### src/rtl/ram_arbiter.sv
// ram_arbiter: shares one single-port synchronous RAM (registered read,
// read-before-write) between the 6502 CPU and a DMA requester.
// The CPU has fixed priority. A bounded-wait counter forces one DMA access
// after STARVE_LIMIT consecutive ungranted DMA request cycles.
// Optional feature macro: RAM_ARB_WPROT_EN. When it is defined, CPU writes at
// or above WPROT_BASE are suppressed and flagged on cpu_wprot_err.
module ram_arbiter #(
  parameter int                    ADDR_WIDTH   = 14,
  parameter int                    STARVE_LIMIT = 8,
  parameter logic [ADDR_WIDTH-1:0] WPROT_BASE   = 14'h2000
) (
  input  logic                  clk,
  input  logic                  rst,
  input  logic                  cpu_req,
  input  logic [ADDR_WIDTH-1:0] cpu_addr,
  input  logic                  cpu_we,
  input  logic [7:0]            cpu_din,
  output logic                  cpu_stall,
  output logic                  cpu_rvalid,
  output logic [7:0]            cpu_dout,
`ifdef RAM_ARB_WPROT_EN
  output logic                  cpu_wprot_err,
`endif
  input  logic                  dma_req,
  input  logic [ADDR_WIDTH-1:0] dma_addr,
  input  logic                  dma_we,
  input  logic [7:0]            dma_din,
  output logic                  dma_ack,
  output logic                  dma_rvalid,
  output logic [7:0]            dma_dout,
  output logic [ADDR_WIDTH-1:0] ram_address,
  output logic                  ram_w_en,
  output logic [7:0]            ram_din,
  input  logic [7:0]            ram_dout
);

  localparam logic [7:0] LIMIT = 8'(STARVE_LIMIT);

  typedef enum logic [1:0] {
    OWN_NONE = 2'd0,
    OWN_CPU  = 2'd1,
    OWN_DMA  = 2'd2
  } owner_t;

  // Saturating increment used by the starvation counter.
  function automatic logic [7:0] sat_inc(input logic [7:0] val, input logic [7:0] lim);
    return (val >= lim) ? lim : val + 8'd1;
  endfunction

  owner_t                  owner_p0;
  owner_t                  owner_p1;
  logic [7:0]              starve_cnt;
  logic [7:0]              starve_nxt;
  logic                    force_dma;
  logic                    grant_cpu;
  logic                    grant_dma;
  logic                    wprot_hit_p0;
  logic [ADDR_WIDTH-1:0]   addr_hold;
  logic [7:0]              cpu_hold;
  logic [7:0]              dma_hold;

  // ---- Stage p0: grant decision and RAM request (combinational) ----

  // Arbitrate: forced DMA beats CPU, CPU beats DMA otherwise; nothing during reset.
  always_comb begin
    force_dma = 1'b0;
    grant_cpu = 1'b0;
    grant_dma = 1'b0;
    owner_p0  = OWN_NONE;
    if (!rst) begin
      force_dma = (starve_cnt == LIMIT) && dma_req;
      grant_cpu = cpu_req && !force_dma;
      grant_dma = dma_req && !grant_cpu;
      if (grant_cpu)      owner_p0 = OWN_CPU;
      else if (grant_dma) owner_p0 = OWN_DMA;
    end
  end

  // Starvation counter next value: clear on DMA grant or idle DMA, else count up.
  always_comb begin
    starve_nxt = 8'd0;
    if (dma_req && !grant_dma) starve_nxt = sat_inc(starve_cnt, LIMIT);
  end

`ifdef RAM_ARB_WPROT_EN
  // Detect a granted CPU write into the protected window.
  always_comb begin
    wprot_hit_p0 = 1'b0;
    if (grant_cpu && cpu_we && (cpu_addr >= WPROT_BASE)) wprot_hit_p0 = 1'b1;
  end
`else
  logic unused_wprot_base;
  assign unused_wprot_base = ^WPROT_BASE;

  // Without the protection feature no CPU write is ever suppressed.
  always_comb begin
    wprot_hit_p0 = 1'b0;
  end
`endif

  // Drive the RAM from the granted requester; idle keeps the last address.
  always_comb begin
    ram_address = addr_hold;
    ram_din     = dma_din;
    ram_w_en    = 1'b0;
    if (rst) begin
      ram_address = '0;
    end else if (grant_cpu) begin
      ram_address = cpu_addr;
      ram_din     = cpu_din;
      ram_w_en    = cpu_we && !wprot_hit_p0;
    end else if (grant_dma) begin
      ram_address = dma_addr;
      ram_din     = dma_din;
      ram_w_en    = dma_we;
    end
  end

  // Handshake outputs for the current cycle.
  always_comb begin
    cpu_stall = !rst && cpu_req && force_dma;
    dma_ack   = grant_dma;
  end

  // ---- Stage p1: owner tag registered at grant, read data returns ----

  // Owner tag register; reset squashes any read still in flight.
  always_ff @(posedge clk) begin
    if (rst) owner_p1 <= OWN_NONE;
    else     owner_p1 <= owner_p0;
  end

  // Starvation counter register.
  always_ff @(posedge clk) begin
    if (rst) starve_cnt <= 8'd0;
    else     starve_cnt <= starve_nxt;
  end

  // Remember the address presented so idle cycles keep it stable.
  always_ff @(posedge clk) begin
    if (rst) addr_hold <= '0;
    else     addr_hold <= ram_address;
  end

  // Route returning read data to the owner; reset masks a pending pulse.
  always_comb begin
    cpu_rvalid = !rst && (owner_p1 == OWN_CPU);
    dma_rvalid = !rst && (owner_p1 == OWN_DMA);
    cpu_dout   = cpu_rvalid ? ram_dout : cpu_hold;
    dma_dout   = dma_rvalid ? ram_dout : dma_hold;
  end

  // Keep each requester's last read data until its next rvalid.
  always_ff @(posedge clk) begin
    if (rst) begin
      cpu_hold <= 8'h00;
      dma_hold <= 8'h00;
    end else begin
      if (cpu_rvalid) cpu_hold <= ram_dout;
      if (dma_rvalid) dma_hold <= ram_dout;
    end
  end

`ifdef RAM_ARB_WPROT_EN
  logic wprot_p1;

  // Carry the protection hit alongside the CPU read it belongs to.
  always_ff @(posedge clk) begin
    if (rst) wprot_p1 <= 1'b0;
    else     wprot_p1 <= wprot_hit_p0;
  end

  // Error pulse coincides with the CPU rvalid of the suppressed write.
  always_comb begin
    cpu_wprot_err = cpu_rvalid && wprot_p1;
  end
`endif

endmodule
### config.mk
export PLATFORM = sky130hd
export DESIGN_NAME = ram_arbiter
export DESIGN_NICKNAME = d
export VERILOG_FILES = /design/src/rtl/ram_arbiter.sv
export SDC_FILE = /design/constraint.sdc
export NUM_CORES = 1
export LEC_CHECK = 0
export BUFFER_PORTS_ARGS = -buffer_cell sky130_fd_sc_hd__buf_2
export CAP_MARGIN = 20
export CORE_MARGIN = 4
export CORE_UTILIZATION = 41
export CTS_BUF_LIST = sky130_fd_sc_hd__clkbuf_16
export DETAILED_ROUTE_END_ITERATION = 8
export PLACE_DENSITY = 0.85
export SLEW_MARGIN = 20
export SYNTH_ARGS = -nofsm -noshare
export SYNTH_HDL_FRONTEND = slang
export SYNTH_SLANG_ARGS = --single-unit
### constraint.sdc
create_clock -name clk -period 1.57 [get_ports clk]
set_input_delay 0.0785 -clock clk [delete_from_list [all_inputs] [get_ports clk]]
set_output_delay 0.0785 -clock clk [all_outputs]
set_load 0.03 [all_outputs]
### Word level (Yosys, flattened, before mapping)

Index checks and enable logic that the tools add are counted.

| word-level totals | value |
|---|---|
| register bits after elaboration | 40 |
| output and inout bits | 43 |

| operators by class | value |
|---|---|
| $add $sub $neg | 1 |
| eq/ne operators | 3 |
| reduce and logical (&&, ||, !) cells | 15 |
| bitwise gates (word level) | 1 |
| mux-type cells | 16 |
| order comparisons | 1 |

Operators by type and width:

| operator | number |
|---|---|
| 2-to-1 mux 14 bit | 3 |
| 2-to-1 mux 8 bit | 4 |
| adder 8 x 1 -> 8 bit, second input constant | 1 |
| equality test 8 x 4 -> 1 bit, second input constant | 1 |
| >= comparator 8 x 4 -> 1 bit, second input constant | 1 |
| logical AND 1 bit | 8 |
| 2-to-1 mux 1 bit | 7 |
| logical NOT 1 bit | 4 |
| 2-to-1 mux 4 bit | 1 |
| OR reduction 2 bit | 2 |
| OR reduction 3 bit | 1 |
| equality test 2 x 1 -> 1 bit, second input constant | 1 |
| equality test 2 bit, second input constant | 1 |
| 2-to-1 mux 2 bit | 1 |
| NOT 1 bit | 1 |

### Depth between registers and ports, before layout

Gate-level depths: netlist of the first run.

| logic depth | value |
|---|---|
| word-level depth | 11 |
| depth in mapped cells | 7 |
| gate-level depth less buffers | 5 |

### Worst setup path after synthesis of the first run

No wires, ideal clock.

| timing | value |
|---|---|
| path kind | reg-to-output |
| from | register starve_cnt[0] |
| to | output ram_address[3] |
| buffers on the path | 2 |
| data required time | 1.492 ns |
| stages on the path, launching flop included | 8 |
| slack | -0.447 ns |
| arrival | 1.938 ns |
| cell sequence | dfxtp_1 > inv_1 > ha_1 > and4b_1 > clkbuf_1 > buf_2 > a21oi_1 > a211oi_1 |

| on the way | value |
|---|---|
| longest elaborated chain between the ends | 10 |
| elaborated cells between the ends (all ways) | 11 |

Ends and longest elaborated chain:

| what | RTL line | source |
|---|---|---|
| from (decl) | 52 | `logic [7:0] starve_cnt;` |
| from (signal assigned) | 136 | `else starve_cnt <= starve_nxt;` |
| equality test 8 x 4 -> 1 bit (*) | 71 | `force_dma = (starve_cnt == LIMIT) && dma_req;` |
| logical AND 1 bit (*) | 71 |  |
| logical NOT 1 bit (*) | 72 | `grant_cpu = cpu_req && !force_dma;` |
| logical AND 1 bit (*) | 72 |  |
| logical NOT 1 bit | 73 | `grant_dma = dma_req && !grant_cpu;` |
| logical AND 1 bit | 73 |  |
| 2-to-1 mux 1 bit | 70 | `if (!rst) begin` |
| 2-to-1 mux 14 bit | 112 | `end else if (grant_dma) begin` |
| 2-to-1 mux 14 bit (*) | 108 | `end else if (grant_cpu) begin` |
| 2-to-1 mux 14 bit (*) | 106 | `if (rst) begin` |
| to (decl) | 31 | `output logic [ADDR_WIDTH-1:0] ram_address,` |

Mark *: on every way between the ends. The rest lies on a longest branch, timed or not.

### Worst setup path in the final report of the first run

| timing | value |
|---|---|
| from | register starve_cnt[1] |
| to | output ram_din[0] |

| on the way | value |
|---|---|
| longest elaborated chain between the ends | 7 |

Ends and longest elaborated chain:

| what | RTL line | source |
|---|---|---|
| equality test 8 x 4 -> 1 bit | 71 |  |
| logical AND 1 bit | 71 |  |
| logical NOT 1 bit | 72 |  |
| logical AND 1 bit | 72 |  |
| 2-to-1 mux 1 bit | 70 |  |
| 2-to-1 mux 8 bit | 108 |  |
| 2-to-1 mux 8 bit | 106 |  |
| to (decl) | 33 | `output logic [7:0] ram_din,` |

No other way between the ends.

==> metrics.md, run 1 <==
| Metric | Value |
|---|---|
| Hold slack | `0.145 ns` |
| CTS tree | `done` |
| Max stage delay on crit path | `0.33 ns` |
| Residual DRC | `0` |
| Clock transition at the registers of the reported paths | `0.06 ns` |
| Final net count | `390` |
| Cell area after layout | `3610 um^2` |
| Clk Latency, worst-skew pair | `0.27 ns` |
| Post-synthesis register bit count | `40` |
| Worst reg-to-reg setup slack | `-0.12 ns` |
| RSZ-0062 raised after global routing | `true` |
| Sequential area share after synthesis | `0.400` |
| Arr. time, crit path | `1.90 ns` |
| Worst-path cell chain | `inv_2, ha_4, and4b_2, a21o_4, clkbuf_16, mux2_4, buf_6` |
| Ys flop type | `dfxtp_1` |
| Pin count of the biggest net entering global routing | `21` |
| Layout Skew | `0.00655 ns` |
| Syn Inst Count | `199` |
| Routed WL | `6.65 mm` |
| Final setup fails | `36` |
| Initial antenna violation count | `0` |
| FILL cells | `287` |
| Share of cells above drive strength 1 | `0.636` |
| Layout area overhead | `80.1%` |
| Final period util | `1.26` |
| HPWL after DPL | `4.14 mm` |
| Reg2reg end | `addr_hold[2]` |
| Pleak | `1.62 nW` |
| Sw frac | `0.280` |
| DR vias | `2,002` |
| Switching Power | `0.000782 W` |
| Max_cap viols | `0` |
| Int Power | `0.00201 W` |
| Most frequent cells in the layout | `buf_2 (59), buf_6 (47), dfxtp_1 (34)` |
| Synth Cell Area | `2000 um^2` |
| Yosys cell types | `29` |
| Drt via density | `5.04` |
| Clock power share | `0.330` |
| Clock Sinks | `40` |
| First-pass GRT wire length | `9.83 mm` |
| Die Span Y | `77.9 um` |
| # diodes | `0` |
| Final hold violations | `0` |
| Starting density of the core | `0.424` |
| Worst vdd ir | `0.532 mV` |
| Reg2Reg Depth | `7` |
| Setup ws final | `-0.408 ns` |
| Starting DRC count in detailed routing | `60` |
| Critical Path RT | `1.49 ns` |
| Num rows | `25` |
| Clock root buffer | `clkbuf_16` |
| I/O pins | `101` |
| Fin. max-slew vios | `0` |
| Syn avg cell area | `10.1 um^2` |
| Num CTS Buffers | `5` |
| Cts hold-fix bufs | `0` |
| DRT antenna net count | `0` |
| Global route overflow | `0` |
| Longest Clk Path Bufs | `2` |
| Hold endpoint | `dma_hold[0]` |
| Placed inst area | `2920 um^2` |
| Core footprint | `4720 um^2` |
| Hold depth | `2` |
| H-tree levels | `2` |
| Failing checks | `setup timing` |
| Power share of the combinational group | `0.283` |
| Crit path launch type | `flop` |
| Placer Congestion | `0.763` |
| Critical path peak fanout | `4` |
| Commonest non-fill, non-tap cell in the layout | `buf_2` |
| Worst setup path class | `reg2out` |
| Hold Crit Class | `in2reg` |
| Routed WL per cell | `16.8 um` |
| Async set or reset register ratio after synthesis | `0` |
| Worst R2R Start | `starve_cnt[6]` |
| Vias in the first global route | `2,035` |
| Power Density | `774 nW/um^2` |
| HP Start | `rst` |
| DIE WIDTH | `77.9 um` |
| Slowest cell on the critical path | `dfxtp_2` |
| Sequential Power Share | `0.387` |
| Die area | `6070 um^2` |
| EDFF count, synth | `0` |
| Pre-antenna DRT Iters | `4` |
| GRT Util Overall | `0.204` |
| Worst Setup End Kind | `primary output` |
| Highest Clock Rate | `505 MHz` |
| Number of synthesis warnings | `0` |
| Count of input and output buffers | `100` |
| Tmin final | `1.98 ns` |
| Status | `finished, violations left` |
## layer usage
| metal | vias up | GRT usage | routed length (um) |
|---|---|---|---|
| met5 | - | 0 | 0 |
| met4 | 0 | 0.0490 | 78 |
| met3 | 10 | 0.0545 | 351 |
| met2 | 74 | 0.368 | 3620 |
| met1 | 955 | 0.238 | 2600 |
| li1 | 963 | - | - |
## what timing repair did
action,CTS,global route
gates resized for setup,102,34
gates cloned,3,1
buffers inserted,5,9
pin swaps,2,3
setup endpoints to repair,43,57
## layout make-up
type                    count  area [um^2]  area share
flip-flops and latches     40          808       0.224
multi-input cells         140         1420       0.394
inverters                   4         15.0     0.00416
repair buffers            139         1150       0.318
well taps                  67         83.8      0.0232
clock buffers               5          125      0.0347
clock inverters             2         7.51     0.00208
## power by group through the flow
stage	Clock, W	Sequential, W	Combinational [W]
2_1_floorplan	0	0.00110	0.000412
3_3_place_gp	0	0.00110	0.000608
3_5_place_dp	0	0.00110	0.000621
4_1_cts	0.000941	0.00108	0.000736
5_1_grt	0.000995	0.00108	0.000835
6_report	0.000922	0.00108	0.000792
## flip-flops by register name, summed over array words and instances (netlist names)
register / flops
addr_hold: 14
cpu_hold: 8
dma_hold: 8
starve_cnt: 8
owner_p1: 2
## cell families (layout without fill, tap and decap cells)
kind of cell,count (synthesis),after routing,share of synthesized area
AOI/OAI and AO/OA,46,46,0.153
xor gates and xnor gates,1,1,0.00437
adders and majority gates,2,2,0.0125
buffers and inverters,22,150,0.0531
DFF,40,40,0.400
muxes,39,39,0.210
other,1,4,0.00187
and+or+nand+nor,48,48,0.166
## worst max path at each step
stage	from	endpoint	slack [ns]	cells past startpoint
after floorplan	starve_cnt[0]	ram_address[3]	-0.11	7
after global placement	starve_cnt[7]	ram_w_en	-0.08	5
after global routing	starve_cnt[0]	ram_din[0]	-0.45	7
after detailed placement	starve_cnt[1]	ram_address[11]	-0.13	8
final	starve_cnt[1]	ram_din[0]	-0.41	7
after CTS	starve_cnt[1]	ram_din[1]	-0.39	7
## stage by stage
stage / setup slack (ns) / power, W / utilization / TNS [ns] / instances
after floorplan: -0.107 / 0.00151 / - / -0.159 / 202
after global placement: -0.0771 / 0.00170 / 0.617 / -1.22 / 376
after detailed placement: -0.129 / 0.00172 / 0.617 / -1.91 / 376
after CTS: -0.389 / 0.00276 / 0.730 / -10.01 / 391
after global routing: -0.447 / 0.00291 / 0.765 / -11.85 / 397
final: -0.408 / 0.00280 / 0.765 / -9.15 / 397
## synth_stat cells, drive strengths merged (3+ instances only)
library cell / n / area, um^2
a211oi: 28 / 210
nor2: 3 / 11.3
dfxtp: 40 / 801
mux2i: 15 / 150
buf: 10 / 61.3
nand2b: 16 / 100
mux2: 24 / 270
clkbuf: 8 / 30.0
a21oi: 15 / 75.1
inv: 4 / 15.0
nor2b: 16 / 100
## worst max-delay path: cells and delay by family (launching register included)
family	cells	cell delay (ns)
and+or+nand+nor	1	0.26
muxes	1	0.29
buffers and inverters	3	0.33
AOI/OAI and AO/OA	1	0.25
adders and majority gates	1	0.15
DFF	1	0.33
Power figures use the tool's default switching activity.
==> inputs of run 2 (changes only) <==
--- a/config.mk
+++ b/config.mk
@@ -12,6 +12,7 @@
 export CTS_BUF_LIST = sky130_fd_sc_hd__clkbuf_16
 export DETAILED_ROUTE_END_ITERATION = 8
 export PLACE_DENSITY = 0.85
+export RECOVER_POWER = 100
 export SLEW_MARGIN = 20
 export SYNTH_ARGS = -nofsm -noshare
 export SYNTH_HDL_FRONTEND = slang
==> run 2 against run 1 <==
  * The flow still finishes with violations (setup timing)
  * Total power about the same
  * Non-clock buffer count unchanged
  * Final area down 0.10%
  * Highest routed layer unchanged
==> metrics.md, run 2 (same netlist as run 1, synthesis figures left out) <==
| Metric | Value |
|---|---|
| Share of cells above drive strength 1 | `0.633 (-0.00303)` |
| Tmin final | `1.98 ns (-0.00266 ns)` |
| Longest Clk Path Bufs | `2 (unchanged)` |
| Sequential Power Share | `0.387 (about the same)` |
| Routed WL per cell | `16.7 um (-0.32%)` |
| DR vias | `1,981 (-1.0%)` |
| Die Span Y | `77.9 um (unchanged)` |
| Setup WS pre-CTS | `-0.129 ns (unchanged)` |
| Core footprint | `4720 um^2 (unchanged)` |
| Clk Latency, worst-skew pair | `0.27 ns (about the same)` |
| Max FFs per register | `14 (unchanged)` |
| Placer Congestion | `0.763 (unchanged)` |
| Commonest non-fill, non-tap cell in the layout | `buf_2` |
| Critical Path RT | `1.49 ns (about the same)` |
| Fin. max-slew vios | `0 (unchanged)` |
| Final core utilization | `0.764 (-0.000794)` |
| Clock transition at the registers of the reported paths | `0.06 ns (about the same)` |
| Critical path peak fanout | `4 (unchanged)` |
| Die area | `6070 um^2 (unchanged)` |
| Hold Crit Class | `in2reg` |
| Pleak | `1.62 nW (-0.19%)` |
| Highest Clock Rate | `506 MHz (+0.13%)` |
| Pre-antenna DRT Iters | `4 (unchanged)` |
| DRT antenna net count | `0 (unchanged)` |
| # diodes | `0 (unchanged)` |
| Arr. time, crit path | `1.90 ns (about the same)` |
| H-tree levels | `2 (unchanged)` |
| Slowest cell on the critical path | `dfxtp_2` |
| Max_cap viols | `0 (unchanged)` |
| Drt via density | `4.99 (-1.0%)` |
| Most frequent cells in the layout | `buf_2 (59), buf_6 (47), dfxtp_1 (34)` |
| # placed instances | `376 (unchanged)` |
| RSZ-0062 raised after global routing | `true` |
| Power Density | `775 nW/um^2 (about the same)` |
| Power Total | `0.00279 W (about the same)` |
| Int Power | `0.00201 W (about the same)` |
| Worst Setup End Kind | `primary output` |
| Switching Power | `0.000781 W (-0.13%)` |
| Count of input and output buffers | `100 (unchanged)` |
| Worst vdd ir | `0.532 mV (about the same)` |
| Global route overflow | `0 (unchanged)` |
| Clock root buffer | `clkbuf_16` |
| Num CTS Buffers | `5 (unchanged)` |
| Worst Path Buf+Inv | `3 (unchanged)` |
| Residual DRC | `0 (unchanged)` |
| Sw frac | `0.280 (about the same)` |
| Layout Skew | `0.00604 ns (-0.000514 ns)` |
| Setup ws final | `-0.406 ns (+0.00266 ns)` |
| Final std cells w/o fill | `397 (unchanged)` |
| Failing checks | `setup timing` |
| Clock Sinks | `40 (unchanged)` |
| FILL cells | `288 (+0.35%)` |
| Pin count of the biggest net entering global routing | `21 (unchanged)` |
| Worst-path cell chain | `inv_2, ha_4, and4b_2, a21o_4, clkbuf_16, mux2_4, buf_6` |
| Clock power share | `0.330 (about the same)` |
| Largest Register | `addr_hold` |
| GRT Util Overall | `0.204 (unchanged)` |
| Final setup fails | `36 (unchanged)` |
| Status | `finished, violations left` |
| Starting density of the core | `0.424 (unchanged)` |
| Worst setup path class | `reg2out` |
| Final period util | `1.26 (-0.00169)` |
| Initial antenna violation count | `0 (unchanged)` |
| Crit path launch type | `flop` |
| Starting DRC count in detailed routing | `60 (unchanged)` |
| Num rows | `25 (unchanged)` |
| Routed WL | `6.63 mm (-0.32%)` |
| CTS tree | `done` |
| I/O pins | `101 (unchanged)` |
| Layout area overhead | `80.0%` |
| Vias in the first global route | `2,035 (unchanged)` |
| Final hold violations | `0 (unchanged)` |
| DIE WIDTH | `77.9 um (unchanged)` |
| Largest delay share family, worst path | `flip-flops` |
| First-pass GRT wire length | `9.83 mm (unchanged)` |
| Max stage delay on crit path | `0.33 ns (about the same)` |
| Power share of the combinational group | `0.283 (about the same)` |
| Final net count | `390 (unchanged)` |
| HPWL after DPL | `4.14 mm (unchanged)` |
| Hold slack | `0.144 ns (-0.00107 ns)` |
==> run 2: timing repair <==
| item | CTS | global route |
|---|---|---|
| resized for setup | 102 | 34 |
| buffers inserted | 5 | 9 |
| hold buffers | 0 | 0 |
| setup endpoints to repair | 43 | 57 |
| pin swaps | 2 | 3 |
| gates cloned | 3 | 1 |
==> run 2: final cells by class <==
| class | count | area [um^2] | area share |
|---|---|---|---|
| inverter | 4 | 15.0 | 0.00416 |
| sequential | 40 | 808 | 0.224 |
| clock buffer | 5 | 125 | 0.0347 |
| timing repair buffer | 139 | 1140 | 0.317 |
| tap | 67 | 83.8 | 0.0232 |
| clock inverter | 2 | 7.51 | 0.00208 |
| multi-input combinational | 140 | 1420 | 0.395 |
==> run 2: stage by stage <==
stage / instance area [um^2] / setup TNS (ns)
2_1_floorplan: 2180 / -0.159
5_1_grt: 3610 / -11.85
6_report: 3610 / -9.15
3_3_place_gp: 2920 / -1.22
3_5_place_dp: 2920 / -1.91
4_1_cts: 3450 / -10.01
==> run 2: power groups by stage <==
stage | combinational (W) | clock (W) | sequential, W
3_3_place_gp | 0.000608 | 0 | 0.00110
3_5_place_dp | 0.000621 | 0 | 0.00110
2_1_floorplan | 0.000412 | 0 | 0.00110
5_1_grt | 0.000834 | 0.000995 | 0.00108
6_report | 0.000791 | 0.000922 | 0.00108
4_1_cts | 0.000736 | 0.000941 | 0.00108
==> run 2: layer usage <==
layer	vias to the layer above	wire [um]	global-route usage
met1	939	2600	0.238
met5	-	0	0
met4	0	66	0.0490
li1	964	-	-
met3	8	335	0.0545
met2	70	3630	0.368
==> run 2: path summary, 6_finish.rpt <==
check / from / end / slack [ns] / cells after the start
worst min-delay path: rst / dma_hold[0] / 0.14 / 2
worst max-delay path: starve_cnt[1] / ram_din[0] / -0.41 / 7
worst max register to register: starve_cnt[6] / addr_hold[2] / -0.12 / 7
worst min register to register: starve_cnt[0] / starve_cnt[0] / 0.52 / 2
